File: src/rtl/encoder_8_3_queued_if.sv
// Request/response bundle for the queued 8-to-3 encoder: request strobes in,
// one encoded index at a time out over valid/ready, plus the pending snapshot.
interface encoder_8_3_queued_if;
    logic       E;
    logic [7:0] In;
    logic [2:0] Out;
    logic       Valid;
    logic       Ready;
    logic [7:0] Pend;

    modport master (
        output E,
        output In,
        output Ready,
        input  Out,
        input  Valid,
        input  Pend
    );

    modport slave (
        input  E,
        input  In,
        input  Ready,
        output Out,
        output Valid,
        output Pend
    );
endinterface

File: src/rtl/encoder_8_3_queued.sv
// Sequential 8-to-3 priority encoder: request pulses collect in a pending
// register and are handed out highest index first, one per accepted handshake.
module encoder_8_3_queued (
    input  logic                        clk,
    input  logic                        rst,
    encoder_8_3_queued_if.slave         bus
);

    logic [7:0] pend_p0;
    logic [2:0] out_p0;
    logic       vld_p0;

    logic       acc;
    logic [7:0] clr;
    logic [7:0] cap;
    logic [7:0] pend_next;

    // Highest set bit wins; an all-zero vector encodes as 0.
    function automatic logic [2:0] prio_enc(input logic [7:0] v);
        logic [2:0] idx;
        idx = 3'd0;
        for (int i = 0; i < 8; i++) begin
            if (v[i]) idx = 3'(i);
        end
        return idx;
    endfunction

    always_comb begin
        acc       = vld_p0 && bus.Ready;
        clr       = acc ? (8'h01 << out_p0) : 8'h00;
        cap       = bus.E ? bus.In : 8'h00;
        // Capture is ORed after the clear, so a same-cycle re-request survives.
        pend_next = (pend_p0 & ~clr) | cap;
    end

    // Stage p0: pending register and presented code
    always_ff @(posedge clk) begin
        if (rst) begin
            pend_p0 <= 8'h00;
            out_p0  <= 3'd0;
            vld_p0  <= 1'b0;
        end else begin
            pend_p0 <= pend_next;
            // A presented code is held until taken; no preemption by newer requests.
            if (!vld_p0 || acc) begin
                vld_p0 <= |pend_next;
                out_p0 <= prio_enc(pend_next);
            end
        end
    end

    assign bus.Pend  = pend_p0;
    assign bus.Out   = out_p0;
    assign bus.Valid = vld_p0;

endmodule

File: src/flat_wrapper.sv
// flat-port wrapper written by rule: the top's interface ports become plain ports
module encoder_8_3_queued_flat 
  (clk, rst, bus_E, bus_In, bus_Ready, bus_Out, bus_Valid, bus_Pend);
  encoder_8_3_queued_if bus_i ();
  input  logic clk;
  input  logic rst;
  input wire logic [$bits(bus_i.E)-1:0] bus_E;
  input wire logic [$bits(bus_i.In)-1:0] bus_In;
  input wire logic [$bits(bus_i.Ready)-1:0] bus_Ready;
  output wire logic [$bits(bus_i.Out)-1:0] bus_Out;
  output wire logic [$bits(bus_i.Valid)-1:0] bus_Valid;
  output wire logic [$bits(bus_i.Pend)-1:0] bus_Pend;
  assign bus_i.E = bus_E;
  assign bus_i.In = bus_In;
  assign bus_i.Ready = bus_Ready;
  assign bus_Out = bus_i.Out;
  assign bus_Valid = bus_i.Valid;
  assign bus_Pend = bus_i.Pend;
  encoder_8_3_queued u_core (.clk(clk), .rst(rst), .bus(bus_i));
endmodule
File: config.mk
export PLATFORM = sky130hd
export DESIGN_NAME = encoder_8_3_queued_flat
export DESIGN_NICKNAME = d
export VERILOG_FILES = /design/src/rtl/encoder_8_3_queued_if.sv /design/src/rtl/encoder_8_3_queued.sv /design/src/flat_wrapper.sv
export SDC_FILE = /design/constraint.sdc
export NUM_CORES = 1
export LEC_CHECK = 0
export CAP_MARGIN = 0
export CORE_UTILIZATION = 30
export DETAILED_ROUTE_END_ITERATION = 12
export DONT_BUFFER_PORTS = 1
export SLEW_MARGIN = 20
export SYNTH_ARGS = -nofsm -noshare
export SYNTH_HDL_FRONTEND = slang
export SYNTH_SLANG_ARGS = --single-unit
File: constraint.sdc
create_clock -name clk -period 1.65 [get_ports clk]
set_clock_uncertainty 0.1 [all_clocks]
set_input_delay 0.2475 -clock clk [delete_from_list [all_inputs] [get_ports clk]]
set_output_delay 0.2475 -clock clk [all_outputs]
set_load 0.05 [all_outputs]
After elaboration in Yosys (flattened, before gate mapping)
Cells that the tools add are included.

storage, ports and cells
  register bits = 12
  latch bits = 0
  RAM bits = 0
  ROM bits = 0
  bits of input ports = 12
  output and inout port bits = 12
  word-level logic and storage cells = 20
  memories kept = 0

operators by class
  $add $sub $neg = 0
  $mul = 0
  div/mod/pow operators = 0
  order comparisons = 0
  equal/unequal tests = 0
  shifts and indexed selects = 1
  muxes and demuxes = 9
  bitwise gates (word level) = 3
  reductions and logical operators = 4

operators with widths
  cell                                             count
  two-way mux 8 bit                                2
  two-way mux 3 bit                                4
  AND 8 bit                                        1
  inverter 8 bit                                   1
  bitwise OR 8 bit                                 1
  OR reduction 8 bit                               1
  << shifter 1 x 3 -> 8 bit, first input constant  1
  two-way mux 2 bit                                2
  logical AND 1 bit                                1
  logical NOT 1 bit                                1
  logical OR 1 bit                                 1
  two-way mux 1 bit                                1

Longest topological paths before layout
  depth after elaboration = 12
  depth in mapped cells = 5
  gate-level depth less buffers = 5

Least setup slack after synthesis
OpenSTA, ideal clock, no wires.

  kind = reg2reg
  from = register u_core.vld_p0 (netlist: u_core.bus.Valid)
  to = register u_core.out_p0[0] (netlist: u_core.bus.Out[0])
  setup time = 0.058 ns
  data arrival time = 1.875 ns
  data required time = 1.492 ns
  setup slack = -0.383 ns
  cell stages (with the launch flop) = 6
  buffers on the path = 0
  period minus slack after synthesis = 2.033 ns
  path through = dfxtp_1 -> nand2b_1 -> a22o_1 -> a211o_1 -> a2111oi_0 -> or3_1

between the ends
  cells in the longest elaborated chain, start to end = 12
  elaborated cells on any way between the ends = 14
  those cells by class = 8 x mux; 3 x bitwise; 3 x reduce/logical

ends and longest elaborated chain
  item                             RTL line                  source
  from (decl)                      encoder_8_3_queued.sv:11  logic vld_p0;
  from (signal assigned)           encoder_8_3_queued.sv:46  vld_p0 <= |pend_next;
  logical AND 1 bit                encoder_8_3_queued.sv:29  acc = vld_p0 && bus.Ready;
  two-way mux 8 bit                encoder_8_3_queued.sv:30  clr = acc ? (8'h01 << out_p0) : 8'h00;
  inverter 8 bit                   encoder_8_3_queued.sv:33  pend_next = (pend_p0 & ~clr) | cap;
  AND 8 bit                        encoder_8_3_queued.sv:33
  bitwise OR 8 bit                 encoder_8_3_queued.sv:33
  two-way mux 1 bit                encoder_8_3_queued.sv:23  if (v[i]) idx = 3'(i);
  two-way mux 2 bit (2 in series)  encoder_8_3_queued.sv:23
  two-way mux 3 bit (4 in series)  encoder_8_3_queued.sv:23
  to (signal assigned)             encoder_8_3_queued.sv:47  out_p0 <= prio_enc(pend_next);
  to (decl)                        encoder_8_3_queued.sv:10  logic [2:0] out_p0;

Several ways; a longest one is shown, not always the timed one.
A chain may end at the register's enable or synchronous reset.

Final worst setup path
  from = register u_core.out_p0[1] (netlist: u_core.bus.Out[1])
  to = register u_core.out_p0[0] (netlist: u_core.bus.Out[0])

between the ends
  cells in the longest elaborated chain, start to end = 12

ends and longest elaborated chain
  item                             RTL line
  << shifter 1 x 3 -> 8 bit *      encoder_8_3_queued.sv:30
  two-way mux 8 bit *              encoder_8_3_queued.sv:30
  inverter 8 bit *                 encoder_8_3_queued.sv:33
  AND 8 bit *                      encoder_8_3_queued.sv:33
  bitwise OR 8 bit *               encoder_8_3_queued.sv:33
  two-way mux 1 bit                encoder_8_3_queued.sv:23
  two-way mux 2 bit (2 in series)  encoder_8_3_queued.sv:23
  two-way mux 3 bit (3 in series)  encoder_8_3_queued.sv:23
  two-way mux 3 bit *              encoder_8_3_queued.sv:23

Every way passes the cells marked *; elsewhere a longest branch is shown, timed or not.

==> impl_metrics.py <==
metrics = {
    "place": {
        "placed_cells": 113,
        "postPlaceCellArea_um2": 761,
        "dp_hpwl_um": 1230,
        "gp_routability_congestion": 0.746,
        "port_buffers": 0,
    },
    "run_status": {
        "violations": "negative setup slack",
        "status": "finished, violations left",
    },
    "power": {
        "clkPwrFrac_pct": 23.2,
        "p_leak_nw": 0.342,
        "power.share.sequential_pct": 41.6,
        "fin_total_pwr_mw": 0.823,
        "ir_drop_mv": 0.514,
        "switching_share_pct": 36.7,
        "power_density_nw_per_um2": 999,
        "power.switching_mw": 0.302,
        "power_frac_comb_pct": 35.2,
        "p_int_mw": 0.521,
    },
    "setup_path": {
        "end_kind": "register",
        "crit_fanout": 2,
        "cp.arrival_ps": 1810,
        "reg2reg_from": "u_core.bus.Out[1]",
        "r2r_cells": 5,
        "crit_type": "reg2reg",
        "reg2reg_slack_ps": -110,
        "cp-start-kind": "register",
        "cp-startpoint": "u_core.bus.Out[1]",
        "rr_endpoint": "u_core.bus.Out[0]",
        "endpoint": "u_core.bus.Out[0]",
        "required_ps": 1700,
    },
    "yosys": {
        "synth_area_leader_cell": "dfxtp_1",
        "avgSynthCellArea_um2": 8.18,
        "synthTopCellsByCount": "dfxtp_1 (12), nand2_1 (11), a21oi_1 (9)",
        "synth_cell_types": 31,
        "synth.area.top_cells": "dfxtp_1 (40%), a21oi_1 (7.5%), nand2_1 (6.9%)",
        "syn_nets": 85,
        "ys_ff_latch": 12,
        "synth_edf_count": 0,
        "yosysMostFrequentCell": "dfxtp_1",
        "yosysSeqAreaShare_pct": 40.3,
        "synthesis.area_um2": 597,
        "yosys_warnings": 0,
        "netlist.area_leader.share_pct": 40.3,
        "synthFlopType": "dfxtp_1",
        "syn_inst": 73,
        "async_flop_share_pct": 0,
    },
    "floorplanning": {
        "die_w_um": 46.6,
        "initial_utilization_pct": 33.1,
        "dieHeight_um": 46.6,
        "die_area_um2": 2170,
        "core_area_um2": 1800,
        "rows": 15,
        "io_pins": 24,
    },
    "drt": {
        "drc_errors": 0,
        "routed_wl_um": 1660,
        "final_antenna_net_count": 0,
        "drt_pass1_iterations": 4,
        "via_per_inst": 5.34,
        "drt-initial-drc-count": 15,
        "wire_per_inst_um": 13.9,
        "vias": 636,
    },
    "clock_network": {
        "cts_root_buf": "clkbuf_4",
        "cts_buffers": 3,
        "path_clk_slew_ps": 80,
        "cts_tree": "done",
        "ctsLongestPathBuffers": 2,
        "insertion_delay_ps": 270,
        "cts_setup_buffers": 0,
        "cts_max_level": 1,
        "numClockSinks": 12,
    },
    "cells_and_area": {
        "nets": 107,
        "syn_to_final_growth_pct": 37.9,
        "final_cell_count_no_fill": 119,
        "final_layout_size_suffix_gt1_share_pct": 33.0,
        "diodes": 0,
        "fin_area_um2": 823,
    },
    "timing": {
        "rsz0062_at_grt": "yes",
        "period_share_pct": 106,
        "max_freq_ghz": 0.569,
        "maxSlewViolCount": 0,
        "period_needed_ps": 1760,
        "final.setup.worst_slack_ps": -106,
        "slew_headroom_pct": 73.1,
        "setup_violations": 1,
        "worst-slew-pin-transition_ps": 400,
        "finalHoldViolCount": 0,
    },
    "global_route": {
        "antenna_found_initial": 0,
        "grt_max_degree": 12,
        "grt_pass1_wl_um": 2550,
        "grt_usage_pct": 17.5,
        "grt_pass1_vias": 553,
        "gr-total-overflow": 0,
    },
    "run": {
        "drv_cap": 0,
    },
    "hold_path": {
        "hp-class": "in2reg",
    },
}
state kept, by name, indices dropped and copies added (netlist names):
name              count
u_core.bus.Out        3
u_core.bus.Valid      1
u_core.bus.Pend       8
cell type report:
cell class	count	area, µm²
Tap cell	25	31.3
Clock buffer	4	26.3
Inverter	2	7.51
Sequential cell	12	254
Timing Repair Buffer	19	148
Fill cell	200	978
Multi-Input combinational cell	57	357
timing repair:
| item | CTS | global route |
|---|---|---|
| hold buffers | 2 | 0 |
| hold endpoints to repair | 9 | 0 |
| setup endpoints to repair | 1 | 4 |
| pin swaps | 0 | 0 |
| resized for setup | 1 | 3 |
power groups by stage:
stage          Clock [mW]  Combinational (mW)  Sequential (mW)
2_1_floorplan           0              0.0972            0.443
3_3_place_gp            0               0.272            0.347
3_5_place_dp            0               0.274            0.347
4_1_cts             0.197               0.282            0.341
5_1_grt             0.224               0.308            0.346
6_report            0.191               0.290            0.342
critical path: stages, from the launching register on:
cell and delay [ps]:
dfxtp_4 350, or3b_4 410, a221oi_4 240, a211o_1 130, a2111oi_1 60, or3_1 350
worst min-delay path by stage:
stage / depth (start not counted) / from / endpoint
final: 2 / bus_In[0] / u_core.bus.Pend[0]
after CTS: 2 / bus_In[0] / u_core.bus.Pend[0]
after floorplan: 2 / bus_In[0] / u_core.bus.Pend[0]
after global placement: 1 / rst / u_core.bus.Valid
after detailed placement: 1 / rst / u_core.bus.Pend[1]
after global routing: 2 / bus_E / u_core.bus.Pend[7]
cell families after synthesis:
| logic type | after synthesis | share of synthesized area, % |
|---|---|---|
| muxes | 1 | 1.68 |
| AOI/OAI and AO/OA | 29 | 33.1 |
| and+or+nand+nor | 27 | 22.2 |
| DFF | 12 | 40.3 |
| buffers and inverters | 4 | 2.72 |
stage by stage:
stage	setup WS (ps)	TNS [ps]	utilization, %	hold slack, ps
after floorplan	-143	-143	-	292
after global placement	-75.3	-75.3	42.2	212
after detailed placement	-119	-119	42.2	214
after CTS	-132	-132	44.9	4.76
after global routing	-179	-194	45.7	10.9
final	-106	-106	45.7	13.8
layout by cell type, fill, tap and decap left out, types with 2 or more instances in the layout:
cell / instances
buf_4: 17
nand2_1: 11
a21oi_1: 9
dfxtp_1: 7
nor2_1: 6
o21ai_0: 5
clkbuf_4: 3
dfxtp_4: 3
nand3b_1: 2
nand3_1: 2
inv_1: 2
o21ai_2: 2
dlygate4sd3_1: 2
dfxtp_2: 2
layer usage:
| metal | routed length, µm | GRT usage, % | share of wire [%] |
|---|---|---|---|
| met1 | 755 | 21.7 | 46 |
| met2 | 801 | 26.9 | 48 |
| met3 | 81 | 5.49 | 4.9 |
| met4 | 19 | 8.82 | 1.1 |
| met5 | 0 | 0 | 0 |
Power figures use the tool's default switching activity.
